$ cat config.mk
export PLATFORM = sky130hd
export DESIGN_NAME = rc5_key_sched_ctrl_flat
export DESIGN_NICKNAME = d
export VERILOG_FILES = /design/src/rtl/rc5_key_sched_ctrl_if.sv /design/src/rtl/rc5_key_sched_ctrl.sv /design/src/flat_wrapper.sv
export SDC_FILE = /design/constraint.sdc
export NUM_CORES = 1
export LEC_CHECK = 0
export ABC_AREA = 1
export BUFFER_PORTS_ARGS = -buffer_cell sky130_fd_sc_hd__buf_4
export CORE_MARGIN = 2
export CORE_UTILIZATION = 30
export CTS_BUF_LIST = sky130_fd_sc_hd__clkbuf_2 sky130_fd_sc_hd__clkbuf_4 sky130_fd_sc_hd__clkbuf_8
export CTS_CLUSTER_DIAMETER = 80
export DETAILED_ROUTE_END_ITERATION = 12
export PLACE_DENSITY = 0.54
export SETUP_SLACK_MARGIN = 0.2
export SYNTH_ARGS = -nofsm -noshare
export SYNTH_HDL_FRONTEND = slang
export SYNTH_SLANG_ARGS = --single-unit
$ cat constraint.sdc
create_clock -name clk_i -period 8.43 [get_ports clk_i]
set_input_delay 0.843 -clock clk_i [delete_from_list [all_inputs] [get_ports clk_i]]
set_output_delay 0.843 -clock clk_i [all_outputs]
set_load 0.01 [all_outputs]
$ cat src/rtl/rc5_key_sched_ctrl_if.sv
// Table and round-key port bundle between the RC5 key-schedule controller
// (master) and the S/L register files plus the cipher core (slave).
interface rc5_key_sched_ctrl_if #(
    parameter int W   = 32,
    parameter int SAW = 5,
    parameter int LAW = 2
);
    logic [SAW-1:0] s_addr;
    logic [W-1:0]   s_wdata;
    logic           s_we;
    logic [W-1:0]   s_rdata;
    logic [LAW-1:0] l_addr;
    logic [W-1:0]   l_wdata;
    logic           l_we;
    logic [W-1:0]   l_rdata;
    logic           rk_req;
    logic [SAW-1:0] rk_index;
    logic           rk_gnt;
    logic [W-1:0]   rk_data;

    modport master (
        output s_addr, s_wdata, s_we,
        input  s_rdata,
        output l_addr, l_wdata, l_we,
        input  l_rdata,
        input  rk_req, rk_index,
        output rk_gnt, rk_data
    );

    modport slave (
        input  s_addr, s_wdata, s_we,
        output s_rdata,
        input  l_addr, l_wdata, l_we,
        output l_rdata,
        output rk_req, rk_index,
        input  rk_gnt, rk_data
    );
endinterface

$ cat src/rtl/rc5_key_sched_ctrl.sv
// RC5 key expansion sequencer: fills S from P/Q, runs the 3*max(T,C) mix pass
// over S and L, then lends the S-table read port to the cipher core.
module rc5_key_sched_ctrl #(
    parameter int           W = 32,
    parameter int           T = 22,
    parameter int           C = 4,
    parameter logic [W-1:0] P = 32'hB7E15163,
    parameter logic [W-1:0] Q = 32'h9E3779B9
) (
    input  logic                 clk_i,
    input  logic                 rst_i,
    input  logic                 start_i,
    output logic                 busy_o,
    output logic                 done_o,
    output logic                 key_valid_o,
    rc5_key_sched_ctrl_if.master bus
);
    localparam int SAW = (T > 1) ? $clog2(T) : 1;
    localparam int LAW = (C > 1) ? $clog2(C) : 1;
    localparam int N   = 3 * ((T > C) ? T : C);
    localparam int CW  = $clog2(N + 1);
    localparam int RW  = $clog2(W);

    localparam logic [2:0] S_IDLE  = 3'd0;
    localparam logic [2:0] S_INIT  = 3'd1;
    localparam logic [2:0] S_MIX_A = 3'd2;
    localparam logic [2:0] S_MIX_B = 3'd3;
    localparam logic [2:0] S_FIN   = 3'd4;

    logic [2:0]     state_q, state_d;
    logic [SAW-1:0] k_q, k_d;
    logic [SAW-1:0] i_q, i_d;
    logic [LAW-1:0] j_q, j_d;
    logic [CW-1:0]  n_q, n_d;
    logic [W-1:0]   a_q, a_d;
    logic [W-1:0]   b_q, b_d;
    logic [W-1:0]   acc_q, acc_d;
    logic           kv_q, kv_d;

    logic [W-1:0]   ab, sum_a, sum_b, rot_a, rot_b;
    logic [RW-1:0]  rot_amt;
    logic [RW:0]    rot_inv;

    // A shift by the full width yields zero, so amount 0 falls out unchanged.
    always_comb begin
        ab      = a_q + b_q;
        sum_a   = bus.s_rdata + ab;
        sum_b   = bus.l_rdata + ab;
        rot_a   = {sum_a[W-4:0], sum_a[W-1:W-3]};
        rot_amt = ab[RW-1:0];
        rot_inv = (RW+1)'(W) - {1'b0, rot_amt};
        rot_b   = (sum_b << rot_amt) | (sum_b >> rot_inv);
    end

    always_comb begin
        state_d     = state_q;
        k_d         = k_q;
        i_d         = i_q;
        j_d         = j_q;
        n_d         = n_q;
        a_d         = a_q;
        b_d         = b_q;
        acc_d       = acc_q;
        kv_d        = kv_q;
        bus.s_addr  = bus.rk_index;
        bus.s_wdata = '0;
        bus.s_we    = 1'b0;
        bus.l_addr  = j_q;
        bus.l_wdata = '0;
        bus.l_we    = 1'b0;
        case (state_q)
            S_IDLE: begin
                if (start_i) begin
                    state_d = S_INIT;
                    k_d     = '0;
                    acc_d   = P;
                    kv_d    = 1'b0;
                end
            end
            S_INIT: begin
                bus.s_addr  = k_q;
                bus.s_wdata = acc_q;
                bus.s_we    = 1'b1;
                acc_d       = acc_q + Q;
                if (k_q == SAW'(T - 1)) begin
                    state_d = S_MIX_A;
                    i_d     = '0;
                    j_d     = '0;
                    n_d     = '0;
                    a_d     = '0;
                    b_d     = '0;
                end else begin
                    k_d = k_q + 1'b1;
                end
            end
            S_MIX_A: begin
                bus.s_addr  = i_q;
                bus.s_wdata = rot_a;
                bus.s_we    = 1'b1;
                a_d         = rot_a;
                state_d     = S_MIX_B;
            end
            S_MIX_B: begin
                bus.l_wdata = rot_b;
                bus.l_we    = 1'b1;
                b_d         = rot_b;
                i_d         = (i_q == SAW'(T - 1)) ? '0 : i_q + 1'b1;
                j_d         = (j_q == LAW'(C - 1)) ? '0 : j_q + 1'b1;
                n_d         = n_q + 1'b1;
                if (n_q == CW'(N - 1)) begin
                    state_d = S_FIN;
                    kv_d    = 1'b1;
                end else begin
                    state_d = S_MIX_A;
                end
            end
            S_FIN:   state_d = S_IDLE;
            default: state_d = S_IDLE;
        endcase
    end

    always_ff @(posedge clk_i) begin
        if (rst_i) begin
            state_q <= S_IDLE;
            k_q     <= '0;
            i_q     <= '0;
            j_q     <= '0;
            n_q     <= '0;
            a_q     <= '0;
            b_q     <= '0;
            acc_q   <= P;
            kv_q    <= 1'b0;
        end else begin
            state_q <= state_d;
            k_q     <= k_d;
            i_q     <= i_d;
            j_q     <= j_d;
            n_q     <= n_d;
            a_q     <= a_d;
            b_q     <= b_d;
            acc_q   <= acc_d;
            kv_q    <= kv_d;
        end
    end

    assign busy_o      = (state_q == S_INIT) || (state_q == S_MIX_A) || (state_q == S_MIX_B);
    assign done_o      = (state_q == S_FIN);
    assign key_valid_o = kv_q;
    assign bus.rk_gnt  = (state_q == S_IDLE) && bus.rk_req && kv_q;
    assign bus.rk_data = bus.s_rdata;
endmodule

$ cat src/flat_wrapper.sv
// flat-port wrapper written by rule: the top's interface ports become plain ports
module rc5_key_sched_ctrl_flat 
#(
    parameter int           W = 32,
    parameter int           T = 22,
    parameter int           C = 4,
    parameter logic [W-1:0] P = 32'hB7E15163,
    parameter logic [W-1:0] Q = 32'h9E3779B9
)
  (clk_i, rst_i, start_i, busy_o, done_o, key_valid_o, bus_s_addr, bus_s_wdata, bus_s_we, bus_s_rdata, bus_l_addr, bus_l_wdata, bus_l_we, bus_l_rdata, bus_rk_req, bus_rk_index, bus_rk_gnt, bus_rk_data);
  rc5_key_sched_ctrl_if #(.W(W)) bus_i ();
  input  logic clk_i;
  input  logic rst_i;
  input  logic start_i;
  output logic busy_o;
  output logic done_o;
  output logic key_valid_o;
  output wire logic [$bits(bus_i.s_addr)-1:0] bus_s_addr;
  output wire logic [$bits(bus_i.s_wdata)-1:0] bus_s_wdata;
  output wire logic [$bits(bus_i.s_we)-1:0] bus_s_we;
  input wire logic [$bits(bus_i.s_rdata)-1:0] bus_s_rdata;
  output wire logic [$bits(bus_i.l_addr)-1:0] bus_l_addr;
  output wire logic [$bits(bus_i.l_wdata)-1:0] bus_l_wdata;
  output wire logic [$bits(bus_i.l_we)-1:0] bus_l_we;
  input wire logic [$bits(bus_i.l_rdata)-1:0] bus_l_rdata;
  input wire logic [$bits(bus_i.rk_req)-1:0] bus_rk_req;
  input wire logic [$bits(bus_i.rk_index)-1:0] bus_rk_index;
  output wire logic [$bits(bus_i.rk_gnt)-1:0] bus_rk_gnt;
  output wire logic [$bits(bus_i.rk_data)-1:0] bus_rk_data;
  assign bus_s_addr = bus_i.s_addr;
  assign bus_s_wdata = bus_i.s_wdata;
  assign bus_s_we = bus_i.s_we;
  assign bus_i.s_rdata = bus_s_rdata;
  assign bus_l_addr = bus_i.l_addr;
  assign bus_l_wdata = bus_i.l_wdata;
  assign bus_l_we = bus_i.l_we;
  assign bus_i.l_rdata = bus_l_rdata;
  assign bus_i.rk_req = bus_rk_req;
  assign bus_i.rk_index = bus_rk_index;
  assign bus_rk_gnt = bus_i.rk_gnt;
  assign bus_rk_data = bus_i.rk_data;
  rc5_key_sched_ctrl #(.W(W), .T(T), .C(C), .P(P), .Q(Q)) u_core (.clk_i(clk_i), .rst_i(rst_i), .start_i(start_i), .busy_o(busy_o), .done_o(done_o), .key_valid_o(key_valid_o), .bus(bus_i));
endmodule
# Yosys cells after proc, flatten, opt, wreduce, memory -nomap -nowiden
# Cells that the tools add are included.
dict set report classes {
  n_eq_ne 12
  reduce_logical 16
  addsub 9
  shifts 2
  mux 28
  bitwise_logic 1
}
# operator count
set ops {}
lappend ops {{$pmux 32 s2} 4}
lappend ops {{$add 32x32->32} 3}
lappend ops {{$mux 32} 3}
lappend ops {{$add 32x32->32 const B} 1}
lappend ops {{$or 32x32->32} 1}
lappend ops {{$shl 32x5->32} 1}
lappend ops {{$shr 32x6->32} 1}
lappend ops {{$pmux 5 s2} 3}
lappend ops {{$mux 5} 4}
lappend ops {{$pmux 7 s2} 1}
lappend ops {{$pmux 3 s4} 1}
lappend ops {{$add 5x1->5 const B} 2}
lappend ops {{$eq 5x5->1 const B} 2}
lappend ops {{$mux 3} 3}
lappend ops {{$reduce_and 2->1} 4}
lappend ops {{$reduce_bool 2->1} 4}
lappend ops {{$add 7x1->7 const B} 1}
lappend ops {{$eq 7x7->1 const B} 1}
lappend ops {{$mux 7} 1}
lappend ops {{$eq 3x2->1 const B} 2}
lappend ops {{$reduce_and 3->1} 2}
lappend ops {{$sub 6x5->6 const A} 1}
lappend ops {{$mux 1} 4}
lappend ops {{$mux 2} 2}
lappend ops {{12 further kinds} 16}
dict set report word_totals {
  input_bits 73
  reg_bits 119
  out_inout_bits 109
  elab_cells 77
}

# Longest topological paths before layout
dict set report logic_depth {
  ltp_word 5
  depth_mapped 39
  depth_no_buf 39
}

# Least setup slack after synthesis
# Ideal clock, no wire load.
dict set report synth_timing {
  kind {flip-flop to output port}
  from {reg u_core.b_q[0]}
  to {out bus_l_wdata[29]}
  stages_incl_launch_ff 31
  setup_slack_ps 3335
  required_ps 7587
  n_path_buf 0
  arrival_ps 4252
  path_cell_list {dfxtp_1 -> ha_1 -> inv_1 -> fa_1 -> inv_1 -> nand2_1 -> o21ai_2 -> a21oi_1 -> o21ai_2 -> a21boi_2 -> inv_1 -> a21oi_1 -> o31ai_1 -> nand4_1 -> o211ai_1 -> xor2_1 -> ha_1 -> a21o_1 -> nor2_1 -> a21boi_0 -> nor2_1 -> nor2_1 -> nand3_1 -> nand2_1 -> nand2_1 -> nand3_1 -> nand4_1 -> or2_0 -> nand2_1 -> nand2_1 -> inv_1}
}
dict set report synth_between {
  elab_chain_len 5
  elab_cells_between_ends 7
  classes_between {add/sub (3); shift (2); mux (1); bitwise (1)}
}
# element line
set synth_lines {}
lappend synth_lines {{start: declaration} rc5_key_sched_ctrl.sv:36} ;# logic [W-1:0] b_q, b_d;
lappend synth_lines {{start signal: assignment} rc5_key_sched_ctrl.sv:130} ;# b_q <= '0;
lappend synth_lines {{start signal: assignment} rc5_key_sched_ctrl.sv:140} ;# b_q <= b_d;
lappend synth_lines {{$add 32x32->32 (*)} rc5_key_sched_ctrl.sv:46} ;# ab = a_q + b_q;
lappend synth_lines {{$add 32x32->32 or $sub 6x5->6 (tied branches)} {rc5_key_sched_ctrl.sv:48, rc5_key_sched_ctrl.sv:51}}
lappend synth_lines {{$shr 32x6->32 or $shl 32x5->32 (tied branches)} rc5_key_sched_ctrl.sv:52} ;# rot_b = (sum_b << rot_amt) | (sum_b >> rot_inv);
lappend synth_lines {{$or 32x32->32 (*)} rc5_key_sched_ctrl.sv:52}
lappend synth_lines {{$mux 32 (*)} rc5_key_sched_ctrl.sv:71} ;# case (state_q)
lappend synth_lines {{end: declaration} flat_wrapper.sv:23} ;# output wire logic [$bits(bus_i.l_wdata)-1:0] bus_l_wdata;
# Mark *: on every way between the ends. The rest lies on a longest branch, timed or not.

# Worst setup path in the final report
dict set report layout_timing {
  from {reg u_core.b_q[0]}
  to {out bus_l_wdata[24]}
}
# The elaborated chain is that of the path after synthesis.

==> impl_metrics.json <==
{
  "status": "completed",
  "grt_pass1_vias": 15710,
  "layout-drive-gt1-share_pct": 12.32,
  "max_freq_ghz": 0.1413,
  "critPathLaunchType": "flip-flop",
  "yosys_warnings": 0,
  "seq_area_frac_synth_pct": 16.91,
  "clock_path_buffers": 2,
  "synth_edf_count": 0,
  "die_width_um": 220.7,
  "ys.flop_type": "dfxtp_1",
  "area_growth_pct": 14.57,
  "num_vias": 16740,
  "die-area_sq_um": 48710,
  "fin_crit_sh_pct": 83.95,
  "track_usage_pct": 24.07,
  "maxCapViolations": 0,
  "port-buffer-count": 181,
  "min_period_ns": 7.077,
  "reg2reg_depth": 31,
  "fin_skew_ns": 0.01786,
  "maxSlewViolCount": 0,
  "io_pins": 182,
  "syn_area_sq_um": 14090,
  "drtPass1Iterations": 6,
  "grt_pass1_wl_um": 89380,
  "rr_endpoint": "u_core.b_q[0]",
  "cts_num_sinks": 119,
  "root_buffer": "clkbuf_8",
  "p_leak_nw": 8.302,
  "grt_overflow": 0,
  "initialDrtViolationCount": 1344,
  "cts_resized": 0,
  "clk_pin_slew_worst_paths_ns": 0.07,
  "critPathCaptureType": "primary output",
  "async_flop_share_pct": 0,
  "hold_class": "flip-flop to flip-flop",
  "synth_top_area_share_pct": 17.91,
  "htree_levels": 4,
  "synth_cell_types": 57,
  "finalWorstSetupSlack_ns": 1.353,
  "start_util_pct": 30.32,
  "path_class": "flip-flop to primary output",
  "drcViolationCount": 0,
  "finalSetupTns_ns": 0,
  "tightestPinTransition_ns": 1.054,
  "drt-wirelength-per-cell_um": 18.96,
  "crit_fanout": 4,
  "max-slew-margin-rel_pct": 29.45,
  "wl_um": 59550,
  "max_stage_delay_ns": 0.47,
  "cp_common_cell": "nand2_1",
  "gp_congestion": 0.9598,
  "vdd_ir_drop_max_mv": 0.09629,
  "antenna_found_initial": 0,
  "yosys-top-cells-count": "672 x nand2_1, 296 x nand3_1, 257 x inv_1",
  "ys_seq_elements": 119,
  "hold_start": "u_core.acc_q[15]",
  "drtAntennaViolNets": 0,
  "hold_buffers": 0,
  "synth_area_leaders": "nand2_1 18%, dfxtp_1 17%, nand3_1 11%",
  "rsz0062_at_grt": "no",
  "grt_max_degree": 81,
  "cp_slowest_cell": "xor2_1",
  "cp.arrival_ns": 6.23,
  "setup_viol": 0,
  "clkLatencyLatePin_ns": 0.45,
  "die_h_um": 220.7,
  "hold_depth": 2,
  "min_to": "u_core.acc_q[15]",
  "viasPerCell": 5.329,
  "powerDensity_nw_per_um2": 160.0,
  "yosysTopAreaCell": "nand2_1",
  "syn_nets": 2603,
  "final_util_pct": 34.74,
  "postSynthCellCount": 2423,
  "total_power_w": 0.002582,
  "dp_slack_ns": 2.013,
  "hpwlAfterDp_um": 48620,
  "cts_tree": "done",
  "core_sq_um": 46460,
  "reg2reg_slack_ns": 2.63,
  "hold_viol_final": 0,
  "crit_required_ns": 7.59,
  "avgSynthCellArea_sq_um": 5.814,
  "post_cts_buffers": 0,
  "row_count": 79,
  "reg2reg_from": "u_core.b_q[0]",
  "cts_inserted_buffers": 17,
  "nets": 2701,
  "yosysMostFrequentCell": "nand2_1"
}
[power by group]
group / internal [W] / total (W) / switching, W
clock network: 0.000301 / 0.000551 / 0.000250
logic: 0.000445 / 0.00141 / 0.000963
registers: 0.000594 / 0.000623 / 0.0000286
[cell families (layout without fill, tap and decap cells)]
logic type	Yosys count	in the layout	synth area share, %
buffers and inverters	385	495	11.55
xor gates and xnor gates	41	41	2.709
and+or+nand+nor	1250	1250	38.59
AOI/OAI and AO/OA	521	521	20.58
other	0	1	0
adders and majority gates	107	107	9.663
DFF	119	119	16.91
[cells in the final DEF, fill, tap and decap left out, drive strengths merged, types with 20 or more instances in the layout]
cell	instances
nand2	694
nand3	305
inv	266
a21oi	249
buf	197
o21ai	175
nor2	162
dfxtp	119
ha	104
nand4	26
xor2	25
or2	23
nor3	20
[state kept, by name, indices dropped and copies added (netlist names)]
signal              count
u_core.i_q              5
u_core.key_valid_o      1
u_core.k_q              5
u_core.a_q             32
u_core.bus.l_addr       2
u_core.b_q             32
u_core.state_q          3
u_core.n_q              7
u_core.acc_q           32
[metrics by stage]
step | hold WS, ns | instance area, sq um | std cells
after floorplan | 0.4446 | 14090 | 2423
final | 0.4707 | 16140 | 3141
after global placement | 0.4535 | 15730 | 3109
after global routing | 0.4936 | 16140 | 3140
after detailed placement | 0.4590 | 15730 | 3109
after CTS | 0.4708 | 16140 | 3140
[worst max-delay path: cells and delay by family (launching register included)]
family | cells | cell delay, ns
AO/OA/AOI/OAI | 12 | 2.24
AND/OR/NAND/NOR | 11 | 1.29
adder cells (fa/ha/maj) | 3 | 0.89
XOR/XNOR | 1 | 0.47
flip-flops | 1 | 0.34
buffers and inverters | 6 | 0.55
[layout make-up]
| type | count | area (sq um) |
|---|---|---|
| Antenna cell | 1 | 2.502 |
| Fill cell | 5275 | 30320 |
| Inverter | 267 | 1005 |
| Sequential cell | 119 | 2382 |
| Clock buffer | 19 | 255.2 |
| Multi-Input combinational cell | 1919 | 10100 |
| Tap cell | 607 | 759.5 |
| Timing Repair Buffer | 197 | 1479 |
| Clock inverter | 12 | 151.4 |
[routing by layer]
metal / GRT usage (%) / wire [um]
met1: 32.10 / 26820
met2: 39.10 / 26450
met3: 2.625 / 3669
met4: 10.62 / 2607
met5: 0 / 0
[how the worst max path moves through the flow]
stage                       to          start
6_report       bus_l_wdata[24]  u_core.b_q[0]
2_1_floorplan  bus_l_wdata[29]  u_core.b_q[0]
4_1_cts         bus_l_wdata[1]  u_core.b_q[0]
5_1_grt         bus_l_wdata[0]  u_core.b_q[0]
3_5_place_dp    bus_l_wdata[1]  u_core.b_q[0]
3_3_place_gp    bus_l_wdata[1]  u_core.b_q[0]
Power figures use the tool's default switching activity.
